## src/rtl/mole_spawn_ctrl.sv

```systemverilog
// Whack-a-mole spawn controller: pops LFSR-chosen moles on an 8-LED field,
// times gap/up phases in 1 ms ticks and emits one-cycle hit/miss/wrong pulses.
module mole_spawn_ctrl #(
    parameter int unsigned MS_DIV    = 100000,
    parameter int unsigned GAP_MS    = 250,
    parameter int unsigned UP_MS_0   = 1000,
    parameter int unsigned UP_MS_1   = 700,
    parameter int unsigned UP_MS_2   = 450,
    parameter logic [15:0] LFSR_SEED = 16'hACE1
) (
    input  logic       clk,
    input  logic       rst_n,
    input  logic       enable_mole_ctrl,
    input  logic [1:0] difficulty_level,
    input  logic [7:0] hit_btn,
    output logic [7:0] mole_leds,
    output logic [2:0] mole_idx,
    output logic       mole_up,
    output logic       hit_pulse,
    output logic       miss_pulse,
    output logic       wrong_pulse
);

    localparam int unsigned PW = (MS_DIV > 1) ? $clog2(MS_DIV) : 1;
    localparam logic [PW-1:0] PRESC_MAX = PW'(MS_DIV - 1);
    localparam logic [10:0]   GAP_LAST  = 11'(GAP_MS - 1);
    localparam logic [10:0]   UP_T0     = 11'(UP_MS_0);
    localparam logic [10:0]   UP_T1     = 11'(UP_MS_1);
    localparam logic [10:0]   UP_T2     = 11'(UP_MS_2);

    typedef enum logic [1:0] {
        IDLE = 2'd0,
        GAP  = 2'd1,
        UP   = 2'd2
    } state_t;

    state_t        state_q, state_d;
    logic [15:0]   lfsr_q, lfsr_d;
    logic [PW-1:0] presc_q, presc_d;
    logic [10:0]   ms_q, ms_d;
    logic [10:0]   up_target_q, up_target_d;
    logic [7:0]    mole_leds_q, mole_leds_d;
    logic [2:0]    mole_idx_q, mole_idx_d;
    logic          mole_up_q, mole_up_d;
    logic          hit_q, hit_d;
    logic          miss_q, miss_d;
    logic          wrong_q, wrong_d;

    logic          tick_s;
    logic          gap_end_s;
    logic          up_end_s;
    logic [2:0]    cand_s;
    logic [10:0]   diff_target_s;

    // Phase-end detection, next-hole choice (no immediate repeat) and difficulty lookup
    always_comb begin
        tick_s    = (presc_q == PRESC_MAX);
        gap_end_s = tick_s && (ms_q == GAP_LAST);
        up_end_s  = tick_s && (ms_q == (up_target_q - 11'd1));
        if (lfsr_q[2:0] == mole_idx_q) begin
            cand_s = lfsr_q[2:0] + 3'd1;
        end else begin
            cand_s = lfsr_q[2:0];
        end
        case (difficulty_level)
            2'd0:    diff_target_s = UP_T0;
            2'd1:    diff_target_s = UP_T1;
            default: diff_target_s = UP_T2;
        endcase
    end

    // Next-state and output logic
    always_comb begin
        state_d     = state_q;
        lfsr_d      = {lfsr_q[14:0], lfsr_q[15] ^ lfsr_q[13] ^ lfsr_q[12] ^ lfsr_q[10]};
        presc_d     = tick_s ? {PW{1'b0}} : (presc_q + PW'(1));
        ms_d        = tick_s ? (ms_q + 11'd1) : ms_q;
        up_target_d = up_target_q;
        mole_leds_d = mole_leds_q;
        mole_idx_d  = mole_idx_q;
        mole_up_d   = mole_up_q;
        hit_d       = 1'b0;
        miss_d      = 1'b0;
        wrong_d     = 1'b0;

        if (!enable_mole_ctrl) begin
            // Disable silences everything, even a coincident hit or timeout
            state_d     = IDLE;
            presc_d     = {PW{1'b0}};
            ms_d        = 11'd0;
            mole_leds_d = 8'd0;
            mole_up_d   = 1'b0;
        end else begin
            case (state_q)
                IDLE: begin
                    state_d = GAP;
                    presc_d = {PW{1'b0}};
                    ms_d    = 11'd0;
                end
                GAP: begin
                    if (gap_end_s) begin
                        state_d     = UP;
                        presc_d     = {PW{1'b0}};
                        ms_d        = 11'd0;
                        mole_idx_d  = cand_s;
                        mole_leds_d = 8'd1 << cand_s;
                        mole_up_d   = 1'b1;
                        up_target_d = diff_target_s;
                    end else begin
                        state_d = GAP;
                    end
                end
                UP: begin
                    if (hit_btn[mole_idx_q] || up_end_s) begin
                        hit_d       = hit_btn[mole_idx_q];
                        miss_d      = !hit_btn[mole_idx_q];
                        state_d     = GAP;
                        presc_d     = {PW{1'b0}};
                        ms_d        = 11'd0;
                        mole_leds_d = 8'd0;
                        mole_up_d   = 1'b0;
                    end else begin
                        wrong_d = |hit_btn;
                    end
                end
                default: begin
                    state_d     = IDLE;
                    mole_leds_d = 8'd0;
                    mole_up_d   = 1'b0;
                end
            endcase
        end
    end

    // State and output registers with synchronous active-low reset
    always_ff @(posedge clk) begin
        if (!rst_n) begin
            state_q     <= IDLE;
            lfsr_q      <= LFSR_SEED;
            presc_q     <= {PW{1'b0}};
            ms_q        <= 11'd0;
            up_target_q <= UP_T0;
            mole_leds_q <= 8'd0;
            mole_idx_q  <= 3'd0;
            mole_up_q   <= 1'b0;
            hit_q       <= 1'b0;
            miss_q      <= 1'b0;
            wrong_q     <= 1'b0;
        end else begin
            state_q     <= state_d;
            lfsr_q      <= lfsr_d;
            presc_q     <= presc_d;
            ms_q        <= ms_d;
            up_target_q <= up_target_d;
            mole_leds_q <= mole_leds_d;
            mole_idx_q  <= mole_idx_d;
            mole_up_q   <= mole_up_d;
            hit_q       <= hit_d;
            miss_q      <= miss_d;
            wrong_q     <= wrong_d;
        end
    end

    assign mole_leds   = mole_leds_q;
    assign mole_idx    = mole_idx_q;
    assign mole_up     = mole_up_q;
    assign hit_pulse   = hit_q;
    assign miss_pulse  = miss_q;
    assign wrong_pulse = wrong_q;

endmodule

```

## config.mk

```make
export PLATFORM = sky130hd
export DESIGN_NAME = mole_spawn_ctrl
export DESIGN_NICKNAME = d
export VERILOG_FILES = /design/src/rtl/mole_spawn_ctrl.sv
export SDC_FILE = /design/constraint.sdc
export NUM_CORES = 1
export LEC_CHECK = 0
export ABC_AREA = 1
export CORE_MARGIN = 3
export CORE_UTILIZATION = 52
export CTS_CLUSTER_SIZE = 25
export DETAILED_ROUTE_END_ITERATION = 8
export PLACE_DENSITY = 0.75
export SYNTH_ARGS = -nofsm -noshare
export SYNTH_HDL_FRONTEND = slang
export SYNTH_SLANG_ARGS = --single-unit
```

## constraint.sdc

```tcl
create_clock -name clk -period 1.8 [get_ports clk]
set_input_delay 0.18 -clock clk [delete_from_list [all_inputs] [get_ports clk]]
set_output_delay 0.18 -clock clk [all_outputs]
set_load 0.01 [all_outputs]
```

==> key figures, run 1 <==
CTS
  • Hold-fix buffers, CTS: 0
  • CTS Buffer Depth: 2
  • Clock Latency Late Sink: between 0.3 and 0.4 ns
  • CTS buffer count: 9
  • Clock transition at the registers of the reported paths: about 0.080 ns
  • H-Tree Depth: 3
  • Root Buffer: clkbuf_8
  • CTS tree: done
  • Sink Count: 65

Final layout
  • Fillers: 449
  • Fin nets: 563
  • Antenna fix cells: 0
  • Most frequent cells in the layout: nand2_1, inv_1, dfxtp_1, buf_4, nor2_1
  • Area of the multi-input gates: between 1500 and 2000 sq um
  • Area delta synth->final: 32.8%
  • FF/Latch Area: between 1000 and 1500 sq um
  • Most common cell after layout, fill and taps aside: nand2_1
  • Share of cells above drive strength 1: ~29%

Die
  • Die Y: between 80 and 90 um
  • Core Rows: 28
  • Die width: 87.0 um
  • Core box area: ~6100 sq um
  • Initial Utilization: around 56%
  • Die area: ~7600 sq um
  • Io pins: 28

Synthesis
  • Compound-Gate Fraction of Synth Area: 8.66%
  • Combinational family with the most area after synthesis: simple AND/OR/NAND/NOR gates
  • Distinct cells, synth: 37
  • Mux cell area share after synthesis: 0%
  • Net Count, Synth: 483
  • Post-synthesis instance total: 465
  • Adder-cell share of the synthesized area: approximately 1.8%
  • Syn Std Cell Area: ~3400 sq um
  • Post-synthesis sequential area ratio: a little under two fifths
  • XOR/XNOR share of the synthesized area: roughly 5.1%
  • Post-synth EDFFs: 0
  • Yosys warns: 0
  • Seq cells post-synth: 65
  • Post-Synth Simple-Gate Area: between 30% and 40%
  • Ys flop type: dfxtp_1
  • Avg Cell Area, Syn: 7.33 sq um
  • Async S/R FF share, synth: 0%

Run status
  • Failing checks: setup timing
  • Outcome: complete, but fails checks

STA
  • Final Hold Viols: 0
  • Worst Hold Slack: between 0.4 and 0.5 ns
  • Max-slew violations: 0
  • F_max: between 500 and 600 MHz
  • Max_slew headroom: a little over two thirds
  • Final number of setup-violating endpoints: 17
  • Worst Skew: slightly below 0.01 ns
  • Crit share post-route: 105%
  • Worst Max-Slew Pin Slew: between 0.4 and 0.5 ns
  • RSZ-0062 raised after global routing: yes
  • Tmin final: 1.88 ns
  • Final worst slack: -0.0831 ns

Placement
  • Dpl hpwl: ~6000 um
  • Number of port buffers: 27
  • Pre-CTS WS: -0.0386 ns
  • Final Wtd Congestion: roughly 0.95

Setup path
  • Data required time of the worst path: 2.03 ns
  • Crit start category: flip-flop
  • CP max-delay cell: dfxtp_2
  • Top cell by count, worst path: nand2_4
  • CP Capture Type: flip-flop
  • Crit path kind: flip-flop to flip-flop
  • CP cell instances: inv_2, ha_4, inv_2, nand2_2, nand2_2, nor2_4, o21ai_2, nor3_2, nand3_2, nand2_4, nand2_4, nand2_4, buf_12, nor2_4
  • Max incr delay on CP: ~0.34 ns
  • Worst setup path startpoint: up_target_q[4]
  • R2R Setup Slk: -0.08 ns
  • R2R depth: 14
  • CP arrival: ~2.1 ns
  • R2R Path Start: up_target_q[4]
  • Reg2reg end: presc_q[11]
  • Worst-path maximum fanout: 7

Routing
  • Post-route antenna net violation count: 0
  • WL per Instance: ~14 um
  • TritonRoute pass-1 iters: 5
  • # DRC: 0
  • Vias: 3320
  • DRT iter0 DRCs: roughly 210
  • Vias per cell: between 5 and 6
  • Final wirelength: approximately 8600 um

GRT
  • Initial antenna violation count: 0
  • GRT Total Usage: around 22%
  • First-pass GRT wire length: 13400 um
  • Largest net degree at the start of global routing: 15
  • GRT Residual Overflow: 0
  • Vias in the first global route: slightly above 3000

Worst hold path
  • Hold-critical path endpoint: lfsr_q[7]
  • Worst hold path class: flip-flop to flip-flop
  • Worst hold start: lfsr_q[6]
  • Hold path cells: 1

Power and ir drop
  • Worst vdd ir: about 0.00059 V
  • Pleak: roughly 1.9 nW
  • Pwr per Cell Area: between 600 and 700 nW/um^2

Flow run
  • # Max-Cap Violations: 0
synth_stat cells (6+ instances only):
cell | count | share of area, %
nand3_1 | 34 | 5.0
o21ai_1 | 6 | 0.88
nor3_1 | 6 | 0.88
dfxtp_1 | 65 | 38
inv_1 | 60 | 6.6
nand2_1 | 100 | 11
inv_2 | 8 | 0.88
nor2_2 | 7 | 1.3
xor2_1 | 12 | 3.1
nand4_1 | 13 | 2.4
nor2_4 | 11 | 3.6
nor2_1 | 40 | 4.4
a21oi_1 | 29 | 4.3
xnor2_1 | 6 | 1.5
or2_2 | 9 | 1.7
o21ai_0 | 12 | 1.8
critical path, delay by kind of cell (launching register included):
kind | cells | cell delay, ns
buffers and inverters | 3 | 0.23
DFF | 1 | 0.34
and+or+nand+nor | 9 | 0.86
adders and majority gates | 1 | 0.26
AOI/OAI and AO/OA | 1 | 0.07
cells by family (layout without fill, tap and decap cells):
kind of cell	count (synthesis)	in the layout
fa+ha+maj	5	5
flops	65	65
xor+xnor	19	19
compound gates	54	54
simple gates	248	249
buf+inv	74	158
power breakdown:
group	internal, mW	switching (mW)	total, mW
clock	0.822	0.588	1.41
combinational	0.0898	0.115	0.205
sequential	1.46	0.0193	1.48
total	2.38	0.723	3.10
how the worst max path moves through the flow:
stage / endpoint / cells past startpoint
after global placement: presc_q[7] / 12
after CTS: mole_leds[3] / 10
after floorplan: presc_q[12] / 13
final: presc_q[11] / 14
after global routing: presc_q[12] / 14
after detailed placement: presc_q[8] / 12
area by class of cell:
class	count	share of cell area, %
multi-input cells	327	43.9
flip-flops and latches	65	29.0
repair buffers	73	14.3
inverters	69	5.72
clock buffers	10	3.04
well taps	75	2.07
clock inverters	6	2.02
metal layers:
layer / part of all wire, % / vias up / track usage (%)
li1: - / 1651 / -
met1: 43 / 1508 / 28.1
met2: 48 / 136 / 38.0
met3: 5.9 / 25 / 4.16
met4: 2.4 / 0 / 7.93
met5: 0 / - / 0
timing repair:
item,CTS,global route
setup buffers,2,11
setup endpoints to repair,4,45
pin swaps,4,35
gates resized for setup,2,58
gates cloned,0,1
per-stage QoR:
stage | util [%] | instances | setup TNS (ns) | cell area [sq um] | power [mW]
final | 73.8 | 625 | -0.789 | 4530 | 3.10
after global routing | 73.8 | 625 | -3.99 | 4530 | 3.20
after CTS | 69.3 | 613 | 0 | 4250 | 3.10
after detailed placement | 65.2 | 595 | -0.324 | 4000 | 1.70
after global placement | 65.2 | 595 | 0 | 4000 | 1.70
after floorplan | - | 465 | 0 | 3410 | 1.63
registers in the layout (all words and copies together) (netlist names):
name         count
hit_pulse        1
lfsr_q          16
miss_pulse       1
mole_idx         3
mole_leds        8
mole_up          1
ms_q            11
presc_q         17
state_q          2
up_target_q      4
wrong_pulse      1
Note: power is estimated with default switching activity, not from simulation.
==> inputs of run 2 (changes only) <==
--- a/config.mk
+++ b/config.mk
@@ -6,7 +6,6 @@
 export NUM_CORES = 1
 export LEC_CHECK = 0
 export ABC_AREA = 1
-export CORE_MARGIN = 3
 export CORE_UTILIZATION = 52
 export CTS_CLUSTER_SIZE = 25
 export DETAILED_ROUTE_END_ITERATION = 8
==> run 2 against run 1 <==
Effect of this change:
- the run still ends with setup timing left
- non-clock buffer count shrank 5
- total power decreased by 3.9%
- largest cell class unchanged
- die area shrank 9.0%
- core utilization shrank 3.7 points
- worst setup slack improved by 0.040 ns
- sequential power barely moved
- register-to-register slack gained 0.04 ns
- first-iteration DRC count up 11%
- clock skew is essentially flat
- fmax is 2.2% higher
- final area fell by 1.7%
- count of clock-buffer cells in the layout is 1 lower
==> key figures, run 2 (synthesis gave the netlist of run 1 again) <==
Run status
  • Outcome: complete, but fails checks
  • Failing checks: setup timing

Final layout
  • Max reg flops: 17
  • Regs by FF count: presc_q: 17 flops, lfsr_q: 16 flops, ms_q: 11 flops
  • Share of cells above drive strength 1: 28.2%
  • Most common cell after layout, fill and taps aside: nand2_1
  • Antenna fix cells: 0
  • Final core utilization: a little over two thirds
  • Area delta synth->final: 30.6%
  • Register with the most flip-flops: presc_q
  • Most frequent cells in the layout: nand2_1, inv_1, dfxtp_1, buf_4, nor2_1
  • Fin nets: approximately 560

GRT
  • Vias in the first global route: 2996
  • GRT Total Usage: between 20% and 30%
  • First-pass GRT wire length: around 13000 um
  • GRT Residual Overflow: 0
  • Largest net degree at the start of global routing: 15
  • Initial antenna violation count: 0

STA
  • Final number of setup-violating endpoints: 9
  • Tmin final: 1.84 ns
  • Final Hold Viols: 0
  • Max-slew violations: 0
  • Worst Hold Slack: 0.419 ns
  • Max_slew headroom: 73.1%
  • Final worst slack: -0.0426 ns
  • Worst Max-Slew Pin Slew: between 0.4 and 0.5 ns
  • F_max: between 500 and 600 MHz
  • Crit share post-route: 102%
  • Worst Skew: 0.00951 ns
  • RSZ-0062 raised after global routing: yes

Setup path
  • CP arrival: 2.09 ns
  • Worst-path maximum fanout: 8
  • R2R Path Start: up_target_q[4]
  • CP Capture Type: flip-flop
  • Crit path kind: flip-flop to flip-flop
  • R2R depth: 15
  • Crit start category: flip-flop
  • Data required time of the worst path: between 2 and 2.5 ns
  • R2R Setup Slk: -0.04 ns
  • Reg2reg end: presc_q[8]

Routing
  • TritonRoute pass-1 iters: 4
  • DRT iter0 DRCs: about 230
  • # DRC: 0
  • Final wirelength: 8340 um
  • Vias: approximately 3200
  • Post-route antenna net violation count: 0
  • WL per Instance: between 10 and 15 um
  • Vias per cell: between 5 and 6

CTS
  • Clock Latency Late Sink: between 0.3 and 0.4 ns
  • CTS tree: done
  • Root Buffer: clkbuf_8
  • CTS buffer count: 9
  • H-Tree Depth: 3
  • Sink Count: 65
  • Clock transition at the registers of the reported paths: approximately 0.08 ns
  • CTS Buffer Depth: 2

Flow run
  • # Max-Cap Violations: 0

Power and ir drop
  • Combinational fraction of design power: 7.0%
  • Pleak: approximately 1.8 nW
  • Sw Ratio: between 20% and 30%
  • Internal power: 2.21 mW
  • Sw power: a little under 0.8 mW
  • Pwr per Cell Area: about 670 nW/um^2
  • Sequential power share: 49.7%
  • Worst vdd ir: approximately 0.00054 V
  • Clock power frac: between 40% and 50%

Die
  • Die area: a little under 7000 sq um
  • Die Y: between 80 and 90 um
  • Core Rows: 29
  • Core box area: about 6300 sq um
  • Io pins: 28
  • Initial Utilization: between 50% and 60%
  • Die width: a little over 80 um

Worst hold path
  • Worst hold path class: flip-flop to flip-flop
  • Hold-critical path endpoint: lfsr_q[8]
  • Hold path cells: 2
  • Worst hold start: lfsr_q[7]

Placement
  • Final Wtd Congestion: between 0.9 and 1
  • Dpl hpwl: 5750 um
  • Number of port buffers: 27
## run 2: changes by cell type in the layout (fill, tap and decap cells not counted), sizes merged
cell,delta
buf,-5
nor2,+1
inv,+3
clkinv,-2
clkbuf,-1
bufinv,-1
clkinvlp,+1
## run 2: repair_timing
item	in CTS	in global routing
hold buffers	0	0
setup buffers	3	8
pin swaps	4	28
setup endpoints to repair	10	36
gates cloned	1	1
resized for setup	5	50
## run 2: worst max-delay path by stage
stage	start	end	slack, ns	cells past startpoint
after global placement	hit_btn[1]	presc_q[12]	0.02	12
after floorplan	up_target_q[1]	presc_q[12]	0.04	13
after global routing	up_target_q[4]	presc_q[7]	-0.14	15
final	up_target_q[4]	presc_q[8]	-0.04	15
after detailed placement	hit_btn[1]	presc_q[8]	-0.04	12
after CTS	ms_q[6]	mole_leds[5]	0.02	9
## run 2: routing by layer
metal | vias to the layer above | routed length (um) | GRT usage (%)
met4 | 0 | 177 | 11.3
met1 | 1482 | 3820 | 30.2
met5 | - | 0 | 0
met3 | 17 | 336 | 5.37
met2 | 85 | 4010 | 38.1
li1 | 1648 | - | -
## run 2: power by group through the flow
stage	Clock (mW)	Combinational (mW)	Sequential (mW)
floorplan	0	0.118	1.51
finish	1.29	0.210	1.48
global route	1.37	0.230	1.48
CTS	1.32	0.202	1.48
global placement	0	0.192	1.52
detailed placement	0	0.197	1.52
## run 2: worst max-delay path, cell delays in order, from the launching register on
cell	delay [ns]
dfxtp_2	0.34
inv_2	0.05
ha_4	0.17
inv_2	0.05
nand2_2	0.07
nand2_2	0.07
nand2_1	0.05
nand2_1	0.09
nand3_1	0.07
nor2_1	0.16
nand3_2	0.13
nand2_4	0.12
nand2_4	0.07
nand2_4	0.10
buf_12	0.16
nor2_4	0.04
## run 2: final cells by class
type | count | area [sq um]
Clock inverter | 7 | 77.6
Clock buffer | 9 | 124
Fill cell | 526 | 1900
Multi-Input combinational cell | 328 | 1980
Tap cell | 77 | 96.3
Inverter | 69 | 259
Sequential cell | 65 | 1320
Timing Repair Buffer | 68 | 598
## run 2: stage by stage
step / total power, mW / instances / setup slack [ns] / cell area, sq um / setup TNS, ns
final: 2.98 / 623 / -0.0426 / 4450 / -0.305
after global routing: 3.09 / 623 / -0.138 / 4450 / -2.25
after CTS: 3.00 / 614 / 0.0198 / 4230 / 0
after detailed placement: 1.71 / 594 / -0.0378 / 3980 / -0.272
after global placement: 1.71 / 594 / 0.0155 / 3980 / 0
after floorplan: 1.63 / 465 / 0.0358 / 3410 / 0
==> inputs of run 3 (changes only) <==
--- a/config.mk
+++ b/config.mk
@@ -6,10 +6,12 @@
 export NUM_CORES = 1
 export LEC_CHECK = 0
 export ABC_AREA = 1
-export CORE_UTILIZATION = 52
+export CELL_PAD_IN_SITES_DETAIL_PLACEMENT = 1
+export CELL_PAD_IN_SITES_GLOBAL_PLACEMENT = 1
+export CORE_UTILIZATION = 38
 export CTS_CLUSTER_SIZE = 25
 export DETAILED_ROUTE_END_ITERATION = 8
-export PLACE_DENSITY = 0.75
+export PLACE_DENSITY_LB_ADDON = 0.1
 export SYNTH_ARGS = -nofsm -noshare
 export SYNTH_HDL_FRONTEND = slang
 export SYNTH_SLANG_ARGS = --single-unit
==> run 3 against run 2 <==
Effect of this change:
- the flow now finishes without violations
- final area rose by 5.6%
- sequential power barely moved
- register-to-register slack improved by 0.05 ns
- sequential cell count did not move
- non-clock buffer count rose by 19
- global-route usage fell by 2.6 points
- combinational power barely moved
- fmax rose by 2.7%
- worst setup slack improved by 0.048 ns
- largest cell class unchanged
- largest power group unchanged
- highest routed layer unchanged
==> key figures, run 3 (synthesis gave the netlist of run 1 again) <==
Routing
  • WL per Instance: between 10 and 15 um
  • Final wirelength: ~10000 um
  • DRT iter0 DRCs: 110
  • Post-route antenna net violation count: 0
  • # DRC: 0
  • TritonRoute pass-1 iters: 4
  • Vias: 3376
  • Vias per cell: 5.02

Power and ir drop
  • Pleak: a little under 2 nW
  • Total power: between 2 and 3 mW
  • Sequential power share: between 40% and 50%
  • Pwr per Cell Area: 635 nW/um^2
  • Combinational fraction of design power: under 10%
  • Internal power: about 2.2 mW
  • Sw Ratio: approximately 26%
  • Worst vdd ir: between 0.0004 and 0.0005 V
  • Clock power frac: 43.3%
  • Sw power: just under 0.8 mW

Final layout
  • Regs by FF count: presc_q: 17 flops, lfsr_q: 16 flops, ms_q: 11 flops
  • Antenna fix cells: 0
  • Fillers: between 1000 and 1500
  • Most common cell after layout, fill and taps aside: nand2_1
  • Most frequent cells in the layout: nand2_1, dfxtp_1, inv_1, buf_4, nor2_1
  • Fin nets: between 500 and 600
  • Max reg flops: 17
  • Area delta synth->final: 37.9%
  • Final core utilization: between 50% and 60%
  • Register with the most flip-flops: presc_q
  • Share of cells above drive strength 1: a little under a third

CTS
  • CTS tree: done
  • Clock Latency Late Sink: around 0.34 ns
  • CTS buffer count: 9
  • CTS Buffer Depth: 2
  • Clock transition at the registers of the reported paths: ~0.08 ns
  • H-Tree Depth: 3
  • Root Buffer: clkbuf_8
  • Sink Count: 65

GRT
  • First-pass GRT wire length: 16100 um
  • GRT Residual Overflow: 0
  • GRT Total Usage: 21.1%
  • GRT busiest layer: met2
  • Met2 Use GR: approximately 38%
  • Met3 Usage GRT: roughly 4%
  • M1 GR Usage: between 20% and 30%
  • Initial antenna violation count: 0
  • Largest net degree at the start of global routing: 15
  • Vias in the first global route: about 3400

STA
  • Final worst slack: around 0.0054 ns
  • Max_slew headroom: 75.3%
  • Final number of setup-violating endpoints: 0
  • Tmin final: 1.79 ns
  • F_max: 557 MHz
  • Worst Skew: around 0.012 ns
  • Final Hold Viols: 0
  • Worst Max-Slew Pin Slew: about 0.37 ns
  • Max-slew violations: 0
  • RSZ-0062 raised after global routing: yes
  • Crit share post-route: 99.7%

Placement
  • Number of port buffers: 27
  • Final Wtd Congestion: ~0.85
  • Dpl hpwl: between 7000 and 8000 um
  • Pre-CTS WS: -0.0765 ns

Die
  • Die width: a little under 100 um
  • Die area: ~9400 sq um
  • Die Y: approximately 97 um
  • Io pins: 28
  • Core box area: just under 9000 sq um
  • Core Rows: 34
  • Initial Utilization: 39.1%

Setup path
  • CP arrival: between 2 and 2.5 ns
  • Data required time of the worst path: between 2 and 2.5 ns
  • CP Capture Type: flip-flop
  • Crit path kind: flip-flop to flip-flop
  • Crit start category: flip-flop
  • Worst-path maximum fanout: 5

Run status
  • Outcome: complete, no violations

Worst hold path
  • Worst hold path class: flip-flop to flip-flop

Flow run
  • # Max-Cap Violations: 0
[run 3: cell count changes in the layout (fill, tap and decap cells not counted), sizes merged]
cell,previous run,this run
clkinvlp,1,2
buf,41,60
nor2,60,59
inv,71,70
[run 3: final timing paths]
kind                   from          to  slack (ns)  depth (start not counted)
max          up_target_q[5]  presc_q[6]       0.005                         10
min              lfsr_q[11]  lfsr_q[12]        0.42                          2
max reg2reg  up_target_q[5]  presc_q[6]       0.005                         10
min reg2reg      lfsr_q[11]  lfsr_q[12]        0.42                          2
[run 3: final cells by class]
class | instances | area [sq um] | area share [%]
Inverter | 69 | 263 | 5.59
Timing Repair Buffer | 87 | 792 | 16.8
Tap cell | 108 | 135 | 2.87
Clock buffer | 9 | 124 | 2.63
Sequential cell | 65 | 1310 | 27.9
Clock inverter | 7 | 77.6 | 1.65
Multi-Input combinational cell | 327 | 2000 | 42.5
[run 3: layer usage]
layer,vias to the layer above,wire length (um)
met2,55,5110
met5,-,0
li1,1678,-
met1,1633,4560
met4,0,93
met3,10,276
[run 3: power groups by stage]
stage / sequential [mW] / clock [mW] / combinational (mW)
6_report: 1.48 / 1.29 / 0.209
3_5_place_dp: 1.52 / 0 / 0.197
5_1_grt: 1.49 / 1.38 / 0.236
2_1_floorplan: 1.51 / 0 / 0.118
3_3_place_gp: 1.52 / 0 / 0.189
4_1_cts: 1.49 / 1.32 / 0.204
[run 3: worst max-delay path, stage by stage, from the launching register on]
cell	delay (ns)
dfxtp_1	0.48
inv_1	0.15
nand3_1	0.15
nand3_1	0.11
nor3_2	0.20
nand3_2	0.13
nand2_4	0.11
nand2_4	0.08
nand2_8	0.09
buf_12	0.14
nor2_4	0.03
[run 3: through the flow]
stage | std cells | area, sq um | hold slack (ns) | TNS, ns
4_1_cts | 662 | 4460 | 0.411 | 0
6_report | 672 | 4700 | 0.421 | 0
5_1_grt | 672 | 4700 | 0.441 | -2.58
2_1_floorplan | 465 | 3410 | 0.311 | 0
3_5_place_dp | 639 | 4120 | 0.403 | -0.414
3_3_place_gp | 639 | 4120 | 0.393 | -0.00259
[run 3: repair_timing]
item / 4_1_cts / 5_1_grt
pin swaps: 6 / 17
hold buffers: 0 / 0
resized for setup: 13 / 51
setup endpoints to repair: 20 / 45
setup buffers: 6 / 9
gates cloned: 1 / 1
endpoints found under the hold margin: 0 / 0
